File: config.mk
export PLATFORM = sky130hd
export DESIGN_NAME = seq_arbiter
export DESIGN_NICKNAME = d
export VERILOG_FILES = /design/src/rtl/seq_arbiter.sv
export SDC_FILE = /design/constraint.sdc
export NUM_CORES = 1
export LEC_CHECK = 0
export BUFFER_PORTS_ARGS = -buffer_cell sky130_fd_sc_hd__buf_2
export CAP_MARGIN = 20
export CORE_AREA = 4 4 501 503
export CTS_CLUSTER_DIAMETER = 200
export CTS_CLUSTER_SIZE = 28
export DETAILED_ROUTE_END_ITERATION = 8
export DIE_AREA = 0 0 505 507
export MAX_ROUTING_LAYER = met4
export PLACE_DENSITY = 0.3
export SYNTH_ARGS = -nofsm -noshare
export SYNTH_HDL_FRONTEND = slang
export SYNTH_SLANG_ARGS = --single-unit
export TNS_END_PERCENT = 50
File: constraint.sdc
create_clock -name clk -period 2.5 [get_ports clk]
set_input_delay 0.25 -clock clk [delete_from_list [all_inputs] [get_ports clk]]
set_output_delay 0.25 -clock clk [all_outputs]
set_load 0.01 [all_outputs]
File: src/rtl/seq_arbiter.sv
// seq_arbiter: round-robin front end for one shared wide-to-narrow serializer.
// Takes one wide word from the winning requester, drives the serializer load
// handshake, then watches the serializer's busy window and counts beats until
// the word has been fully emitted. Reports completion and sticky protocol errors.
module seq_arbiter #(
    parameter int unsigned NUM_REQ           = 4,
    parameter int unsigned DATA_INPUT_WIDTH  = 256,
    parameter int unsigned DATA_OUTPUT_WIDTH = 32,
    parameter int unsigned LOAD_TIMEOUT      = 16
) (
    input  logic                                clk,
    input  logic                                reset_n,
    input  logic [NUM_REQ-1:0]                  req_valid_i,
    input  logic [NUM_REQ*DATA_INPUT_WIDTH-1:0] req_data_i,
    output logic [NUM_REQ-1:0]                  req_ready_o,
    output logic                                ser_valid_o,
    output logic [DATA_INPUT_WIDTH-1:0]         ser_data_o,
    input  logic                                ser_accepted_i,
    input  logic                                ser_busy_i,
    output logic [NUM_REQ-1:0]                  grant_o,
    output logic [$clog2(NUM_REQ)-1:0]          grant_id_o,
    output logic                                busy_o,
    output logic                                done_o,
    output logic                                err_o
);

    localparam int unsigned BEATS = DATA_INPUT_WIDTH / DATA_OUTPUT_WIDTH;
    localparam int unsigned IDW   = $clog2(NUM_REQ);
    // Beat counter saturates at BEATS+1, the overrun threshold.
    localparam int unsigned CW    = $clog2(BEATS + 2);
    localparam int unsigned TW    = (LOAD_TIMEOUT > 1) ? $clog2(LOAD_TIMEOUT) : 1;

    typedef enum logic [1:0] {
        IDLE,
        LOAD,
        DRAIN
    } state_t;

    state_t                      state_q, state_d;
    logic [DATA_INPUT_WIDTH-1:0] hold_q, hold_d;
    logic [NUM_REQ-1:0]          grant_q, grant_d;
    logic [IDW-1:0]              gid_q, gid_d;
    logic [IDW-1:0]              last_q, last_d;
    logic [CW-1:0]               cnt_q, cnt_d;
    logic [CW-1:0]               cnt_inc;
    logic [TW-1:0]               tmr_q, tmr_d;
    logic                        done_q, done_d;
    logic                        err_q, err_d;

    logic                        win_found;
    logic [IDW-1:0]              win_id;
    logic [NUM_REQ-1:0]          win_oh;
    int unsigned                 scan_idx;
    logic                        fin;
    logic                        fin_err;

    // Rotating-priority search: first valid requester after the last winner, wrapping.
    always_comb begin
        win_found = 1'b0;
        win_id    = '0;
        scan_idx  = 0;
        for (int unsigned k = 1; k <= NUM_REQ; k++) begin
            scan_idx = (32'(last_q) + k) % NUM_REQ;
            if (!win_found && req_valid_i[IDW'(scan_idx)]) begin
                win_found = 1'b1;
                win_id    = IDW'(scan_idx);
            end
        end
        win_oh         = '0;
        win_oh[win_id] = win_found;
    end

    assign req_ready_o = (state_q == IDLE) ? win_oh : '0;
    assign ser_valid_o = (state_q == LOAD);
    assign ser_data_o  = hold_q;
    assign grant_o     = grant_q;
    assign grant_id_o  = gid_q;
    assign busy_o      = (state_q != IDLE);
    assign done_o      = done_q;
    assign err_o       = err_q;

    assign cnt_inc = (cnt_q > CW'(BEATS)) ? cnt_q : cnt_q + 1'b1;

    // Next-state logic: arbitration in IDLE, load handshake with timeout, beat tracking.
    always_comb begin
        state_d = state_q;
        hold_d  = hold_q;
        grant_d = grant_q;
        gid_d   = gid_q;
        last_d  = last_q;
        cnt_d   = cnt_q;
        tmr_d   = tmr_q;
        done_d  = 1'b0;
        err_d   = err_q;
        fin     = 1'b0;
        fin_err = 1'b0;

        unique case (state_q)
            IDLE: begin
                if (win_found) begin
                    hold_d  = req_data_i[win_id*DATA_INPUT_WIDTH +: DATA_INPUT_WIDTH];
                    grant_d = win_oh;
                    gid_d   = win_id;
                    last_d  = win_id;
                    cnt_d   = '0;
                    tmr_d   = '0;
                    state_d = LOAD;
                end
            end
            LOAD: begin
                // Beats emitted while still in LOAD are counted as well.
                if (ser_busy_i) begin
                    cnt_d = cnt_inc;
                end
                if (ser_accepted_i) begin
                    state_d = DRAIN;
                end else if (tmr_q == TW'(LOAD_TIMEOUT - 1)) begin
                    fin     = 1'b1;
                    fin_err = 1'b1;
                end else begin
                    tmr_d = tmr_q + 1'b1;
                end
            end
            DRAIN: begin
                if (ser_busy_i) begin
                    cnt_d = cnt_inc;
                    if (cnt_inc > CW'(BEATS)) begin
                        fin     = 1'b1;
                        fin_err = 1'b1;
                    end
                end else if (cnt_q != '0) begin
                    fin     = 1'b1;
                    fin_err = (cnt_q != CW'(BEATS));
                end
            end
            default: state_d = IDLE;
        endcase

        if (fin) begin
            done_d  = 1'b1;
            grant_d = '0;
            gid_d   = '0;
            state_d = IDLE;
            if (fin_err) begin
                err_d = 1'b1;
            end
        end
    end

    // State and datapath registers; reset leaves requester 0 first in line.
    always_ff @(posedge clk or negedge reset_n) begin
        if (!reset_n) begin
            state_q <= IDLE;
            hold_q  <= '0;
            grant_q <= '0;
            gid_q   <= '0;
            last_q  <= IDW'(NUM_REQ - 1);
            cnt_q   <= '0;
            tmr_q   <= '0;
            done_q  <= 1'b0;
            err_q   <= 1'b0;
        end else begin
            state_q <= state_d;
            hold_q  <= hold_d;
            grant_q <= grant_d;
            gid_q   <= gid_d;
            last_q  <= last_d;
            cnt_q   <= cnt_d;
            tmr_q   <= tmr_d;
            done_q  <= done_d;
            err_q   <= err_d;
        end
    end

endmodule

==> flow_summary.toml, run 1 <==
[final_layout]
regArea_sq_um = 6910
fill_cells = 27598
drive_gt1_share_pct = 41.4
final_cells = 7198
multi_input_area_sq_um = 9550
fin_nets = 4945
syn_to_final_growth_pct = 136
final_core_util_pct = 16.1

[setup_path]
r2r_cells = 9
worstPathArrival_ns = 2.36
cp-endpoint = "req_ready_o[1]"
crit_path_end_kind = "output pin"
worstPathMaxFanout = 4
critPathLaunch = "last_q[0]"
worstReg2RegEnd = "ser_data_o[137]"
rr_startpoint = "last_q[0]"
crit_type = "flop to output pin"
cp-start-kind = "flop"
required_ns = 2.25
r2r_slack_ns = -0.10

[sta]
finalCritPeriodShare_pct = 104
finClkSkew_ns = 0.0238
fmax_ghz = 0.383
slew_violations = 0
worstMarginPinSlew_ns = 0.839
fin_ws_ns = -0.110
finalHoldViolCount = 0
fin_setup_tns_ns = -1.20
finalCriticalPeriod_ns = 2.61
rsz0062_at_grt = "true"
slew-limit-headroom_pct = 44.1
finalSetupViolCount = 31

[yosys]
synth_top_area_share_pct = 40.8
synth-main-ff-cell = "dfrtp_1"
avgSynthCellArea_sq_um = 10.7
synth-edff-count = 0
ys_seq_elements = 276
synth_area_sq_um = 16800
synth_most_common_cell = "mux2i_1"
yosys.area.top_type = "dfrtp_1"
syn_nets = 2610
async_flop_share_pct = 100
synth.area.top_cells = "dfrtp_1 41%, mux2i_1 31%, o221ai_1 13%"
yosysSeqAreaShare_pct = 41.1
synth_cells = 1570
synthDistinctLibCells = 41
ys_top_cells_by_count = "515 x mux2i_1, 274 x dfrtp_1, 271 x nand2_1"
yosysWarnings = 0

[route]
routed_via_density = 3.26
first_pass_iters = 5
wl_microns = 182000
drc = 0
post_drt_wl_per_cell_microns = 25.3
drt_iter0_markers = 997
vias = 23447
ant_nets = 0

[power]
power_switching_mw = 18.2
intPower_mw = 18.1
power_density_nw_per_um2 = 916
clkPwrFrac_pct = 9.3
switching_share_pct = 50.2
pwr-share-comb_pct = 68.1
finalPower_mw = 36.3
irDropWorstVdd_mv = 0.501
seqPwrFrac_pct = 22.6
p_leak_nw = 18.5

[worst_hold_path]
hold_path_depth = 3
hold_path.class = "primary input to flop"

[placement]
dp.cells = 6123
dp_hpwl_microns = 153000
gp_congestion = 0.946
port_buffers = 1301
pre_cts_ws_ns = -0.113

[clocking]
htreeDepth = 1
cts_made_buffers = 15
clkSinkCount = 276
cts_max_path_buffers = 3
clk_latency_ns = 0.63
cts_tree = "yes"
clockRootBuffer = "clkbuf_16"
path_clk_slew_ns = 0.14

[floorplan]
core_sq_um = 246000
start_util_pct = 6.83
dieArea_sq_um = 256000
io-pin-count = 1302
std_cell_rows = 182
dieWidth_microns = 505
fp.dieH_microns = 507

[global_routing]
overflow = 0
grt_pass1_vias = 25679
grt_max_degree = 66
grt.total_usage_pct = 13.9
antenna_found_initial = 110
grt_pass1_wl_microns = 235000

[run]
cap_violations = 0

[run_status]
status = "finished with violations"
violations = "negative setup slack"
[area by class of cell]
type	count	area share (%)
multi-input cells	1137	24.1
inverters	9	0.0853
well taps	3220	10.2
flip-flops and latches	276	17.4
repair buffers	2466	46.6
clock inverters	5	0.177
diodes	65	0.411
clock buffers	20	0.995
[routing by layer]
layer | vias to the layer above | GRT usage (%) | wire length [microns]
met5 | - | - | 0
met4 | 0 | 3.69 | 6040
met3 | 184 | 5.28 | 16500
met2 | 1159 | 23.6 | 88100
met1 | 11315 | 15.1 | 71400
li1 | 10789 | - | -
[how the worst min path moves through the flow]
| stage | startpoint | end | slack [ns] |
|---|---|---|---|
| 2_1_floorplan | reset_n | cnt_q[0] | -0.05 |
| 5_1_grt | req_data_i[897] | ser_data_o[129] | 0.01 |
| 4_1_cts | req_data_i[115] | ser_data_o[115] | 0.002 |
| 3_3_place_gp | reset_n | ser_data_o[64] | 0.39 |
| 6_report | req_data_i[999] | ser_data_o[231] | 0.06 |
| 3_5_place_dp | reset_n | ser_data_o[64] | 0.39 |
[critical path, cell delays in order, from the launching register on]
cell     delay, ns
dfstp_2       0.55
and3b_1       0.17
or3_4         0.40
o21a_4        0.15
buf_16        0.15
buf_12        0.13
nor2_4        0.07
buf_6         0.10
[stage by stage]
stage               cell area, sq um  hold WS, ns
finish                         39600       0.0600
floorplan                      16800      -0.0456
global route                   39600       0.0122
CTS                            38700      0.00174
global placement               28300        0.389
detailed placement             28300        0.387
[flip-flops by register name (all words and copies together), names as in the netlist]
name and count:
err_o 1, cnt_q 4, last_q 2, grant_o 4, state_q 2, tmr_q 4, done_o 1, grant_id_o 2
ser_data_o 256
[timing repair]
action,CTS,global route
pin swaps,2,8
buffers inserted,19,5
cloned,2,7
hold buffers,952,0
hold endpoints to repair,283,0
resized for setup,46,107
setup endpoints to repair,8,125
[power groups by stage]
| stage | clock network (mW) | registers, mW | logic, mW |
|---|---|---|---|
| after floorplan | 0 | 8.89 | 9.25 |
| after global placement | 0 | 8.31 | 22.5 |
| after detailed placement | 0 | 8.37 | 22.4 |
| after CTS | 3.66 | 8.27 | 24.6 |
| after global routing | 3.71 | 8.49 | 26.6 |
| final | 3.36 | 8.20 | 24.7 |
[cell usage in the layout (no fill, tap or decap), drive strengths merged]
| master | instances |
|---|---|
| a32o | 1 |
| a2bb2oi | 1 |
| a21o | 3 |
| a32oi | 1 |
| and2 | 1 |
| dfrtp | 274 |
| inv | 14 |
| nor4b | 1 |
| or3 | 2 |
| buf | 1505 |
| nand3 | 3 |
| o21a | 3 |
| mux2i | 515 |
| and3b | 1 |
| a211oi | 2 |
| dfstp | 2 |
| o22ai | 1 |
| nor3 | 4 |
| diode | 65 |
| a211o | 1 |
| o221ai | 257 |
| nand2 | 271 |
| nor4 | 1 |
| or4 | 1 |
| clkbuf | 27 |
| nor2 | 13 |
| a31oi | 3 |
| o31ai | 2 |
| and3 | 3 |
| a22o | 1 |
| nor2b | 7 |
| nor3b | 1 |
| bufbuf | 2 |
| ha | 8 |
| nand2b | 7 |
| a221oi | 2 |
| dlygate4sd3 | 952 |
| a21oi | 12 |
| o21ai | 8 |
[kinds of logic (layout without fill, tap and decap cells)]
| kind of cell | Yosys count | after routing | synth area share (%) |
|---|---|---|---|
| muxes | 515 | 515 | 30.7 |
| DFF | 276 | 276 | 41.1 |
| and+or+nand+nor | 316 | 316 | 7.55 |
| other | 0 | 65 | 0 |
| buffers and inverters | 157 | 2500 | 4.98 |
| AOI/OAI and AO/OA | 298 | 298 | 15.0 |
| adders and majority gates | 8 | 8 | 0.596 |
Note: power is estimated with default switching activity, not from simulation.
==> run 2: changes to the inputs <==
--- a/config.mk
+++ b/config.mk
@@ -14,6 +14,7 @@
 export DIE_AREA = 0 0 505 507
 export MAX_ROUTING_LAYER = met4
 export PLACE_DENSITY = 0.3
+export RECOVER_POWER = 25
 export SYNTH_ARGS = -nofsm -noshare
 export SYNTH_HDL_FRONTEND = slang
 export SYNTH_SLANG_ARGS = --single-unit
==> run 2 against run 1 <==
  * The run ends with max-capacitance violations, max-slew violations, negative setup slack left
  * Cell count hardly changed
  * Worst hold slack better by 0.0033 ns
  * Non-clock buffer count unchanged
  * Via count is 0.37% higher
  * Combinational power is essentially flat
  * Clock skew increased by 0.0028 ns
  * Highest routed layer unchanged
  * Die area stayed put
  * Count of clock-buffer cells in the layout unchanged
  * Maximum frequency decreased by 0.21%
  * Critical endpoint unchanged
==> flow_summary.toml, run 2 (synthesized netlist as in run 1, its figures left out) <==
[clocking]
clkSinkCount = 276
htreeDepth = 1
path_clk_slew_ns = 0.14
clk_latency_ns = 0.63
cts_tree = "yes"
cts_made_buffers = 15
clockRootBuffer = "clkbuf_16"
cts_max_path_buffers = 3

[route]
post_drt_wl_per_cell_microns = 25.3
drt_iter0_markers = 1025
ant_nets = 0
routed_via_density = 3.27
vias = 23534
wl_microns = 182000
drc = 0
first_pass_iters = 5

[worst_hold_path]
min_from = "req_data_i[999]"
hold_path.class = "primary input to flop"
hold_end = "ser_data_o[231]"
hold_path_depth = 3

[floorplan]
dieWidth_microns = 505
std_cell_rows = 182
fp.dieH_microns = 507
io-pin-count = 1302
dieArea_sq_um = 256000
start_util_pct = 6.83
core_sq_um = 246000

[placement]
dp_hpwl_microns = 153000
pre_cts_ws_ns = -0.113
gp_congestion = 0.946
port_buffers = 1301

[sta]
slew-limit-headroom_pct = -50.8
finalHoldViolCount = 0
finalCriticalPeriod_ns = 2.62
worstMarginPinSlew_ns = 2.26
slew_violations = 55
rsz0062_at_grt = "true"
finalSetupViolCount = 34
fmax_ghz = 0.382
finalCritPeriodShare_pct = 105
fin_setup_tns_ns = -1.60
finClkSkew_ns = 0.0266
fin_ws_ns = -0.115

[global_routing]
grt_pass1_wl_microns = 235000
overflow = 0
grt.total_usage_pct = 13.9
antenna_found_initial = 111
grt_pass1_vias = 25679
grt_max_degree = 66

[setup_path]
worstPathMaxFanout = 4
worstReg2RegEnd = "ser_data_o[137]"
crit_path_end_kind = "output pin"
cp-start-kind = "flop"
r2r_cells = 9
required_ns = 2.25
rr_startpoint = "last_q[0]"
critPathLaunch = "last_q[0]"
r2r_slack_ns = -0.12
crit_type = "flop to output pin"
worstPathArrival_ns = 2.37

[final_layout]
largest_reg_flops = 256
fin_nets = 4945
final_cell_mix = "1,299 x buf_2, 952 x dlygate4sd3_1, 458 x mux2i_1"
fill_cells = 27618
syn_to_final_growth_pct = 135
final_common_cell = "buf_2"
drive_gt1_share_pct = 41.2

[run_status]
violations = "max-capacitance violations, max-slew violations, negative setup slack"
status = "finished with violations"

[power]
irDropWorstVdd_mv = 0.502
power_density_nw_per_um2 = 918
p_leak_nw = 18.4

[run]
cap_violations = 1
run 2: report_power, final:
part	switching (mW)	internal [mW]	total, mW
registers	1.46	6.73	8.19
logic	14.6	10.1	24.7
clock network	2.16	1.20	3.36
total	18.2	18.1	36.3
run 2: worst max-delay path by stage:
stage                     slack, ns  cells after the start              end
after floorplan                0.31                      9   req_ready_o[0]
after global placement        -0.13                      7  ser_data_o[135]
after detailed placement      -0.11                      7  ser_data_o[131]
after CTS                     -0.24                      7   req_ready_o[0]
after global routing          -0.22                      7   req_ready_o[1]
final                         -0.12                      7   req_ready_o[1]
run 2: metrics by stage:
stage / power (mW) / cell area (sq um) / hold slack, ns / utilization (%) / cells
after floorplan: 18.1 / 16800 / -0.0456 / - / 1570
after global placement: 30.8 / 28300 / 0.389 / 11.5 / 6123
after detailed placement: 30.7 / 28300 / 0.387 / 11.5 / 6123
after CTS: 36.5 / 38700 / 0.00174 / 15.8 / 7121
after global routing: 38.8 / 39500 / 0.0122 / 16.1 / 7196
final: 36.3 / 39500 / 0.0633 / 16.1 / 7199
run 2: routing by layer:
layer	vias to the layer above	global-route usage, %	part of all wire, %
met5	-	-	0
met4	0	3.69	3.3
met3	190	5.28	9.2
met2	1164	23.6	48
met1	11393	15.1	39
li1	10787	-	-
run 2: area by class of cell:
cell class | instances | area [sq um] | share of cell area, %
Multi-Input combinational cell | 1137 | 9550 | 24.2
Tap cell | 3220 | 4030 | 10.2
Antenna cell | 66 | 165 | 0.418
Clock buffer | 20 | 394 | 0.997
Sequential cell | 276 | 6910 | 17.5
Timing Repair Buffer | 2466 | 18400 | 46.5
Inverter | 9 | 33.8 | 0.0855
Clock inverter | 5 | 70.1 | 0.177
run 2: timing repair:
action / 4_1_cts / 5_1_grt
resized for setup: 46 / 107
cloned: 2 / 7
endpoints found under the hold margin: 283 / 0
setup buffers: 19 / 5
pin swaps: 2 / 8
endpoints found under the setup margin: 8 / 125
hold buffers: 952 / 0
run 2: worst max-delay path: stages (launching register included):
cell and delay (ns):
dfstp_2 0.55, and3b_1 0.17, or3_4 0.40, o21a_4 0.15, buf_16 0.15, buf_12 0.13
nor2_4 0.07, buf_6 0.10
